$ cat config.mk
export PLATFORM = sky130hd
export DESIGN_NAME = mult_accumulator_flat
export DESIGN_NICKNAME = d
export VERILOG_FILES = /design/src/rtl/mult_accumulator_if.sv /design/src/rtl/mult_accumulator.sv /design/src/flat_wrapper.sv
export SDC_FILE = /design/constraint.sdc
export NUM_CORES = 1
export LEC_CHECK = 0
export ABC_AREA = 1
export CAP_MARGIN = 30
export CORE_MARGIN = 1
export CORE_UTILIZATION = 55
export CTS_CLUSTER_SIZE = 8
export DETAILED_ROUTE_END_ITERATION = 10
export GPL_ROUTABILITY_DRIVEN = 0
export PLACE_DENSITY = 0.82
export SLEW_MARGIN = 20
export SYNTH_ARGS = -nofsm -noshare
export SYNTH_HDL_FRONTEND = slang
export SYNTH_SLANG_ARGS = --single-unit
$ cat constraint.sdc
create_clock -name clk -period 2.35 [get_ports clk]
set_input_delay 0.3525 -clock clk [delete_from_list [all_inputs] [get_ports clk]]
set_output_delay 0.3525 -clock clk [all_outputs]
set_load 0.05 [all_outputs]
$ cat src/rtl/mult_accumulator_if.sv
// ============================================================================
//  Module   : mult_accumulator_if
//  Purpose  : Product-in / result-out handshake bundle for mult_accumulator.
//             slave  = accumulator view, master = producer/consumer view.
//  Revision : 1.0 - initial release
// ============================================================================
`default_nettype none

interface mult_accumulator_if #(
  parameter int PROD_W = 32,
  parameter int ACC_W  = 40,
  parameter int CNT_W  = 8
);
  logic              in_valid;
  logic              in_ready;
  logic [PROD_W-1:0] in_product;
  logic              in_last;
  logic              out_valid;
  logic              out_ready;
  logic [ACC_W-1:0]  out_acc;
  logic [CNT_W-1:0]  out_count;
  logic              out_overflow;

  modport slave (
    input  in_valid, in_product, in_last, out_ready,
    output in_ready, out_valid, out_acc, out_count, out_overflow
  );

  modport master (
    output in_valid, in_product, in_last, out_ready,
    input  in_ready, out_valid, out_acc, out_count, out_overflow
  );
endinterface

`default_nettype wire

$ cat src/rtl/mult_accumulator.sv
// ============================================================================
//  Module   : mult_accumulator
//  Purpose  : Accumulates a run of unsigned multiplier products and presents
//             sum, term count and sticky overflow on an output handshake.
//  Options  : `define SATURATE_EN -> accumulator clamps at all-ones on carry
//             out instead of wrapping modulo 2^ACC_W.
//  Revision : 1.0 - initial release
// ============================================================================
`default_nettype none

module mult_accumulator #(
  parameter int PROD_W    = 32,
  parameter int ACC_W     = 40,
  parameter int CNT_W     = 8,
  parameter int MAX_TERMS = 255
) (
  input  wire logic           clk,
  input  wire logic           rst,
  input  wire logic           clr,
  mult_accumulator_if.slave   bus
);

  typedef enum logic [1:0] {
    S_IDLE  = 2'd0,
    S_ACCUM = 2'd1,
    S_HOLD  = 2'd2
  } state_t;

  localparam logic [ACC_W-1:0] ACC_MAX = '1;

  state_t           state_q;
  logic [ACC_W-1:0] acc_q;
  logic [CNT_W-1:0] count_q;
  logic             ovf_q;
  logic             in_ready_q;
  logic             out_valid_q;

  logic             xfer_d;
  logic [ACC_W:0]   sum_d;
  logic             carry_d;
  logic [ACC_W-1:0] acc_add_d;
  logic [ACC_W-1:0] acc_first_d;
  logic [CNT_W-1:0] count_inc_d;
  logic             run_end_d;

  assign xfer_d      = bus.in_valid && in_ready_q;
  assign acc_first_d = {{(ACC_W-PROD_W){1'b0}}, bus.in_product};
  assign sum_d       = {1'b0, acc_q} + {1'b0, acc_first_d};
  assign carry_d     = sum_d[ACC_W];
  assign count_inc_d = count_q + CNT_W'(1);
  // A run ends on an explicit last term or when the forced length is reached.
  assign run_end_d   = bus.in_last || (count_inc_d == CNT_W'(MAX_TERMS));

`ifdef SATURATE_EN
  // Once the run has overflowed, the sum is pinned at full scale.
  assign acc_add_d = (carry_d || ovf_q) ? ACC_MAX : sum_d[ACC_W-1:0];
`else
  assign acc_add_d = sum_d[ACC_W-1:0];
`endif

  // Control FSM with registered handshake outputs and accumulator datapath.
  always_ff @(posedge clk or posedge rst) begin
    if (rst) begin
      state_q     <= S_IDLE;
      acc_q       <= '0;
      count_q     <= '0;
      ovf_q       <= 1'b0;
      in_ready_q  <= 1'b0;
      out_valid_q <= 1'b0;
    end else if (clr) begin
      // Abort wins over any transfer; a pending result is simply dropped.
      state_q     <= S_IDLE;
      in_ready_q  <= 1'b1;
      out_valid_q <= 1'b0;
      if (state_q != S_HOLD) begin
        acc_q   <= '0;
        count_q <= '0;
        ovf_q   <= 1'b0;
      end
    end else begin
      case (state_q)
        S_IDLE: begin
          in_ready_q <= 1'b1;
          if (xfer_d) begin
            acc_q   <= acc_first_d;
            count_q <= CNT_W'(1);
            ovf_q   <= 1'b0;
            if (bus.in_last || (MAX_TERMS == 1)) begin
              state_q     <= S_HOLD;
              in_ready_q  <= 1'b0;
              out_valid_q <= 1'b1;
            end else begin
              state_q <= S_ACCUM;
            end
          end
        end
        S_ACCUM: begin
          if (xfer_d) begin
            acc_q   <= acc_add_d;
            count_q <= count_inc_d;
            ovf_q   <= ovf_q | carry_d;
            if (run_end_d) begin
              state_q     <= S_HOLD;
              in_ready_q  <= 1'b0;
              out_valid_q <= 1'b1;
            end
          end
        end
        S_HOLD: begin
          if (bus.out_ready) begin
            state_q     <= S_IDLE;
            in_ready_q  <= 1'b1;
            out_valid_q <= 1'b0;
          end
        end
        default: begin
          state_q     <= S_IDLE;
          in_ready_q  <= 1'b1;
          out_valid_q <= 1'b0;
        end
      endcase
    end
  end

  assign bus.in_ready     = in_ready_q;
  assign bus.out_valid    = out_valid_q;
  assign bus.out_acc      = acc_q;
  assign bus.out_count    = count_q;
  assign bus.out_overflow = ovf_q;

endmodule

`default_nettype wire

$ cat src/flat_wrapper.sv
// flat-port wrapper written by rule: the top's interface ports become plain ports
module mult_accumulator_flat 
#(
  parameter int PROD_W    = 32,
  parameter int ACC_W     = 40,
  parameter int CNT_W     = 8,
  parameter int MAX_TERMS = 255
)
  (clk, rst, clr, bus_in_valid, bus_in_product, bus_in_last, bus_out_ready, bus_in_ready, bus_out_valid, bus_out_acc, bus_out_count, bus_out_overflow);
  mult_accumulator_if #(.PROD_W(PROD_W), .ACC_W(ACC_W), .CNT_W(CNT_W)) bus_i ();
  input  wire logic clk;
  input  wire logic rst;
  input  wire logic clr;
  input wire logic [$bits(bus_i.in_valid)-1:0] bus_in_valid;
  input wire logic [$bits(bus_i.in_product)-1:0] bus_in_product;
  input wire logic [$bits(bus_i.in_last)-1:0] bus_in_last;
  input wire logic [$bits(bus_i.out_ready)-1:0] bus_out_ready;
  output wire logic [$bits(bus_i.in_ready)-1:0] bus_in_ready;
  output wire logic [$bits(bus_i.out_valid)-1:0] bus_out_valid;
  output wire logic [$bits(bus_i.out_acc)-1:0] bus_out_acc;
  output wire logic [$bits(bus_i.out_count)-1:0] bus_out_count;
  output wire logic [$bits(bus_i.out_overflow)-1:0] bus_out_overflow;
  assign bus_i.in_valid = bus_in_valid;
  assign bus_i.in_product = bus_in_product;
  assign bus_i.in_last = bus_in_last;
  assign bus_i.out_ready = bus_out_ready;
  assign bus_in_ready = bus_i.in_ready;
  assign bus_out_valid = bus_i.out_valid;
  assign bus_out_acc = bus_i.out_acc;
  assign bus_out_count = bus_i.out_count;
  assign bus_out_overflow = bus_i.out_overflow;
  mult_accumulator #(.PROD_W(PROD_W), .ACC_W(ACC_W), .CNT_W(CNT_W), .MAX_TERMS(MAX_TERMS)) u_core (.clk(clk), .rst(rst), .clr(clr), .bus(bus_i));
endmodule
==> impl_results.md <==
* Outcome: finished clean
* Worst slew pin tran at around 700 ps
* CP max FO at 5
* DRT iter0 DRCs at roughly 300
* Unique masters post-synth at 32
* Detail Route Antenna Nets at 0
* Dpl hpwl at 11340 um
* Largest net degree at the start of global routing at between 40 and 50
* Port Buffers at between 80 and 90
* Initial antenna violation count at 0
* Seq/Total Area, Yosys at 25.24%
* Largest area contributor in the netlist: dfrtp_1
* Post-Syn Instances at approximately 900
* Crit path depth at 15
* Final cell count without fillers at roughly 1100
* DRT Pass-1 Iters at 7
* CP Cell Sequence: clkdlybuf4s50_1 > inv_1 > fa_1 > inv_1 > nand3_1 > nand2_2 > nand2_2 > nand2_4 > nand3_2 > nand2_2 > nand2_2 > nand2_4 > nand3_1 > nand2_1 > nor2_1
* Most used cell, CP: nand2_2
* FF+latch count, synth at 53
* Skew-Pair Late Insertion Delay at 320 ps
* Syn avg cell area at 5.950 um^2
* WL per Instance at about 13 um
* Initial core utilization at ~57%
* Endpoints failing hold at 0
* R2R setup slack at between 200 and 250 ps
* Worst reg-to-reg path cell count at 15
* RR Startpoint: u_core.bus.out_acc[0]
* Worst-path clk slew at about 110 ps
* Nets at ~1100
* Final clock skew at 9.086 ps
* Total number of vias at roughly 5700
* VDD IR max at 0.3646 mV
* CTS tree: built
* IO Count at 89
* N_diodes at 0
* Part of the cycle the worst path needs at roughly nine tenths
* Final setup vio count at 0
* WS Path Type: primary input to register
* Die Height at approximately 100 um
* Max-slew headroom at 52.84%
* Leak at around 0.0035 uW
* Clock sinks at between 50 and 60
* Total grt overflow at 0
* CTS Hold Bufs at 0
* Drt drc at 0
* DP Cell Count at about 1100
* Area grow syn2layout at 24.86%
* Syn. warnings at 0
* Crit path buffers/inverters at 3
* Crit end category: register
* Fmax at between 0.4 and 0.5 GHz
* Routed WL at around 14000 um
* Most area-consuming cells after synthesis: dfrtp_1, nand2_1, inv_1
* Power consumption at ~4000 uW
* RSZ-0062 raised after global routing: false
* Vias per cell at roughly 5
* R2R Path End: u_core.bus.out_acc[32]
* Post-cts resize count at 0
* Pins Over Slew Limit at 0
* WP data arrival at between 2000 and 2500 ps
* Post-CTS setup buffer count at 0
* Share of cells above drive strength 1 at about 8.5%
* Clk root buf: clkbuf_8
* Setup TNS at 0 ps
* Share of the synthesized area in the top cell type at between 20% and 30%
* Die area at slightly below 10000 um^2
* CP startpoint kind: primary input
* Clock period minus worst slack at between 2000 and 2500 ps
* H-Tree Level Count at 2
* Core area at around 9200 um^2
* Max Cap Viol at 0
* Critical path's slowest cell: clkdlybuf4s50_1
* Vias in the first global route at ~5100
* CTS Buf Count at 5
* Power density cells at approximately 610 nW/um^2
* Die X at about 100 um
* CP delay by family, top: simple AND/OR/NAND/NOR gates
* Critical Path End: u_core.bus.out_acc[32]
* Global-route usage over all layers at 29.29%
* Synthesized area at 5254 um^2
* Fill count at approximately 830
* CTS Buffer Depth at 2
* CP peak stage delay at approximately 500 ps
* First-pass GRT wire length at around 23000 um
* Min-Delay Path Class: primary input to async pin
* Required time of the critical path at between 2000 and 3000 ps
* Syn Nets at about 960
* Cell Rows at 35
* Launch point of the worst path: bus_in_product[1]
## sequential cells by signal, summed over array words and instances, names as in the netlist
register and flops:
u_core.bus.out_valid 1, u_core.bus.out_acc 40, u_core.bus.out_overflow 1, u_core.bus.in_ready 1, u_core.state_q 2, u_core.bus.out_count 8
## stage by stage
step,hold slack (ps),setup slack [ps],util [%],instance area (um^2)
final,358.2,247.3,71.00,6560
after global placement,467.6,-143.0,69.93,6461
after CTS,376.5,108.8,70.86,6548
after detailed placement,468.9,-218.9,69.93,6461
after global routing,399.2,56.59,71.00,6560
after floorplan,451.1,41.19,-,5254
## metal layers
metal  track usage (%)  vias to the layer above  wire length, um
met5                 0                        -                0
met1             39.00                     2513             6537
li1                  -                     2967                -
met4             8.710                        0              348
met2             49.66                      199             6533
met3             3.654                       34              848
## where the power goes
| group | switching [uW] | internal, uW |
|---|---|---|
| sequential | 111 | 1020 |
| combinational | 1500 | 802 |
| clock | 343 | 214 |
## Yosys cell counts, drive strengths merged
library cell and number:
nand4 8, nor3 5, nand3b 2, o21ai 51
clkbuf 6, dfrtp 53, buf 8, and2 2
xnor2 1, and3 1, nand3 59, o311ai 1
xor2 16, nand2 326, o41ai 1, inv 148
fa 1, o22ai 5, nor2 110, ha 34
o21bai 4, a21oi 41
## cell type report
class	instances	area [um^2]	share of cell area, %
clock buffer	6	72.57	1.106
clock inverter	2	13.76	0.2098
inverter	148	555.5	8.468
multi-input combinational	668	3317	50.56
sequential	53	1326	20.22
tap	129	161.4	2.460
timing repair buffer	117	1114	16.98
## layout by cell type (no fill, tap or decap), types with 2 or more instances in the layout
cell type        netlist  routed
nor2_4                 4       4
inv_1                138     137
nor2_2                 7       7
clkbuf_8               0       5
nand4_1                8       8
clkdlybuf4s50_1        0      87
ha_1                  34      33
nand2_2               14      14
inv_2                 10      11
nand3_2                7       7
a21oi_1               39      39
dfrtp_1               53      53
nand2_4                1       2
nand3_1               52      52
o21ai_1               15      15
nand3b_1               2       2
o21bai_1               4       4
o22ai_1                5       5
nor2_1                99      99
nor3_1                 5       5
buf_4                  1      28
xor2_1                16      16
nand2_1              311     310
o21ai_0               36      36
a21oi_2                2       2
## how the worst min path moves through the flow
stage                                    endpoint  slack [ps]  cells after the start
final                       u_core.bus.out_acc[6]         360                      2
after global routing        u_core.bus.out_acc[6]         400                      2
after detailed placement     u_core.bus.out_valid         470                      2
after global placement       u_core.bus.out_valid         470                      2
after CTS                   u_core.bus.out_acc[6]         380                      2
after floorplan           u_core.bus.out_count[1]         450                      1
## cells by family after synthesis
family / share of synthesized area (%)
DFF: 25.24
xor gates and xnor gates: 2.834
buffers and inverters: 11.81
adders and majority gates: 8.478
AOI/OAI and AO/OA: 10.41
and+or+nand+nor: 41.22
Note: power is estimated with default switching activity, not from simulation.
==> variant: new RTL, same settings <==
Add a define of `SATURATE_EN`.
--- a/src/rtl/mult_accumulator.sv
+++ b/src/rtl/mult_accumulator.sv
@@ -8,4 +8,6 @@
 // ============================================================================
 `default_nettype none
+
+`define SATURATE_EN
 
 module mult_accumulator #(
Function: same outputs for any inputs over 4 cycles, from zero or initial values and one cycle with rst high; that may be too few to reach the edited logic, so the function may still have changed.
==> variant against the unedited design <==
Power is 6.6% higher; wire length rose by 16%; synthesized cell count is 8.7% higher; sequential cell count unchanged; largest cell class unchanged; clock power increased by 1%; area after synthesis rose by 6.3%; design area up 11%; setup slack lost 0.10 ns; sequential power hardly changed.
==> variant: results (changes against the unedited design) <==
stage;metric;value;unit;change
timing;max-slew-margin-rel;64.75;%;+12 points
placement;place_hpwl;13.50;mm;+19%
cells_and_area;drive_gt1_share;12.59;%;+4.1 points
global_routing;grt_pass1_wl;26.79;mm;+14%
drt;drtIter0Drc;302;;+1.0%
power_and_ir_drop;swShare;48.10;%;-0.86 points
clocking;htreeDepth;2;;unchanged
power_and_ir_drop;ir_worst_vdd;0.0003145;V;-14%
synthesis;synth-xor-area-share;3.764;%;+0.93 points
drt;dr.pass1.iters;5;;-2
synthesis;yosys.area_share.adder;7.977;%;-0.50 points
synthesis;synth_cell_types;37;;+16%
synthesis;synth_area_leaders;nand2_1, dfrtp_1, inv_1;;
synthesis;synth.yosys.seq_area_share;23.75;%;-1.5 points
timing;clock_skew;0.009452;ns;+0.0003660 ns
synthesis;yosys-top-cells-count;nand2_1, inv_1, nor2_1, nand3_1, dfrtp_1;;
synthesis;yosysMostFrequentCell;nand2_1;;
drt;routedWlPerCell;13.19;microns;+3.8%
clocking;cts-root-buf;clkbuf_8;;
global_routing;grt_pass1_vias;5914;;+17%
synthesis;syn_nets;1033;;+8.1%
global_routing;grt_max_degree;25;;-46%
global_routing;antenna_found_initial;0;;unchanged
power_and_ir_drop;p_leak;4.069;nW;+15%
drt;route.vias.total;6404;;+12%
critical_path;crit_fanout;3;;-2
cells_and_area;nets;1192;;+12%
critical_path;cp.arrival;2.41;ns;+0.10 ns
status;status;completed;;
synthesis;synth-compound-area-share;10.04;%;-0.37 points
global_routing;track_usage;32.57;%;+3.3 points
critical_path;critPathMaxStageDelay;0.48;ns;-0.02 ns
## variant: kinds of logic after synthesis
group / count (synthesis)
compound gates: 97
xor+xnor: 24
fa+ha+maj: 35
buf+inv: 181
flops: 53
simple gates: 570
## variant: area by class of cell
class	instances	area, sq um
inverter	167	626.9
multi-input combinational	726	3615
fill	855	2511
sequential	53	1328
clock buffer	5	68.82
tap	133	166.4
clock inverter	3	22.52
timing repair buffer	166	1481
## variant: final timing paths
check / slack [ns] / startpoint / end
setup / recovery: 0.15 / bus_in_product[24] / u_core.bus.out_acc[39]
hold / removal: 0.35 / rst / u_core.bus.in_ready
setup reg to reg: 0.18 / u_core.bus.out_acc[0] / u_core.bus.out_acc[18]
hold reg to reg: 0.52 / u_core.bus.out_valid / u_core.bus.out_valid
max in group asynchronous: 1.38 / rst / u_core.bus.out_acc[20]
min in group clk: 0.43 / bus_in_product[0] / u_core.bus.out_acc[0]
## variant: repair_timing
item	4_1_cts	5_1_grt
resized for setup	0	10
endpoints found under the setup margin	0	31
setup buffers	0	0
## variant: routing by layer
metal  vias to the layer above  track usage (%)  wire length [microns]
met1                      2844            41.32                   7082
met3                        54            4.271                   1095
li1                       3285                -                      -
met4                         0            12.68                    565
met5                         -                0                      0
met2                       221            56.21                   7778
## variant: power by group through the flow
stage          logic, mW  registers [mW]  clock network [mW]
2_1_floorplan       1.23            1.49                   0
3_3_place_gp        2.47            1.14                   0
3_5_place_dp        2.51            1.14                   0
4_1_cts             2.52            1.13               0.575
5_1_grt             2.80            1.15               0.607
6_report            2.56            1.13               0.563
## variant: metrics by stage
stage          cell area [sq um]  cells  setup WS (ns)  power (mW)  util (%)
3_3_place_gp                7172   1245        -0.1983       3.607     73.04
4_1_cts                     7263   1253        0.06712       4.220     73.97
5_1_grt                     7308   1253       0.004673       4.551     74.43
3_5_place_dp                7172   1245        -0.2689       3.652     73.04
6_report                    7308   1253         0.1461       4.253     74.43
2_1_floorplan               5598    960       0.006811       2.718         -
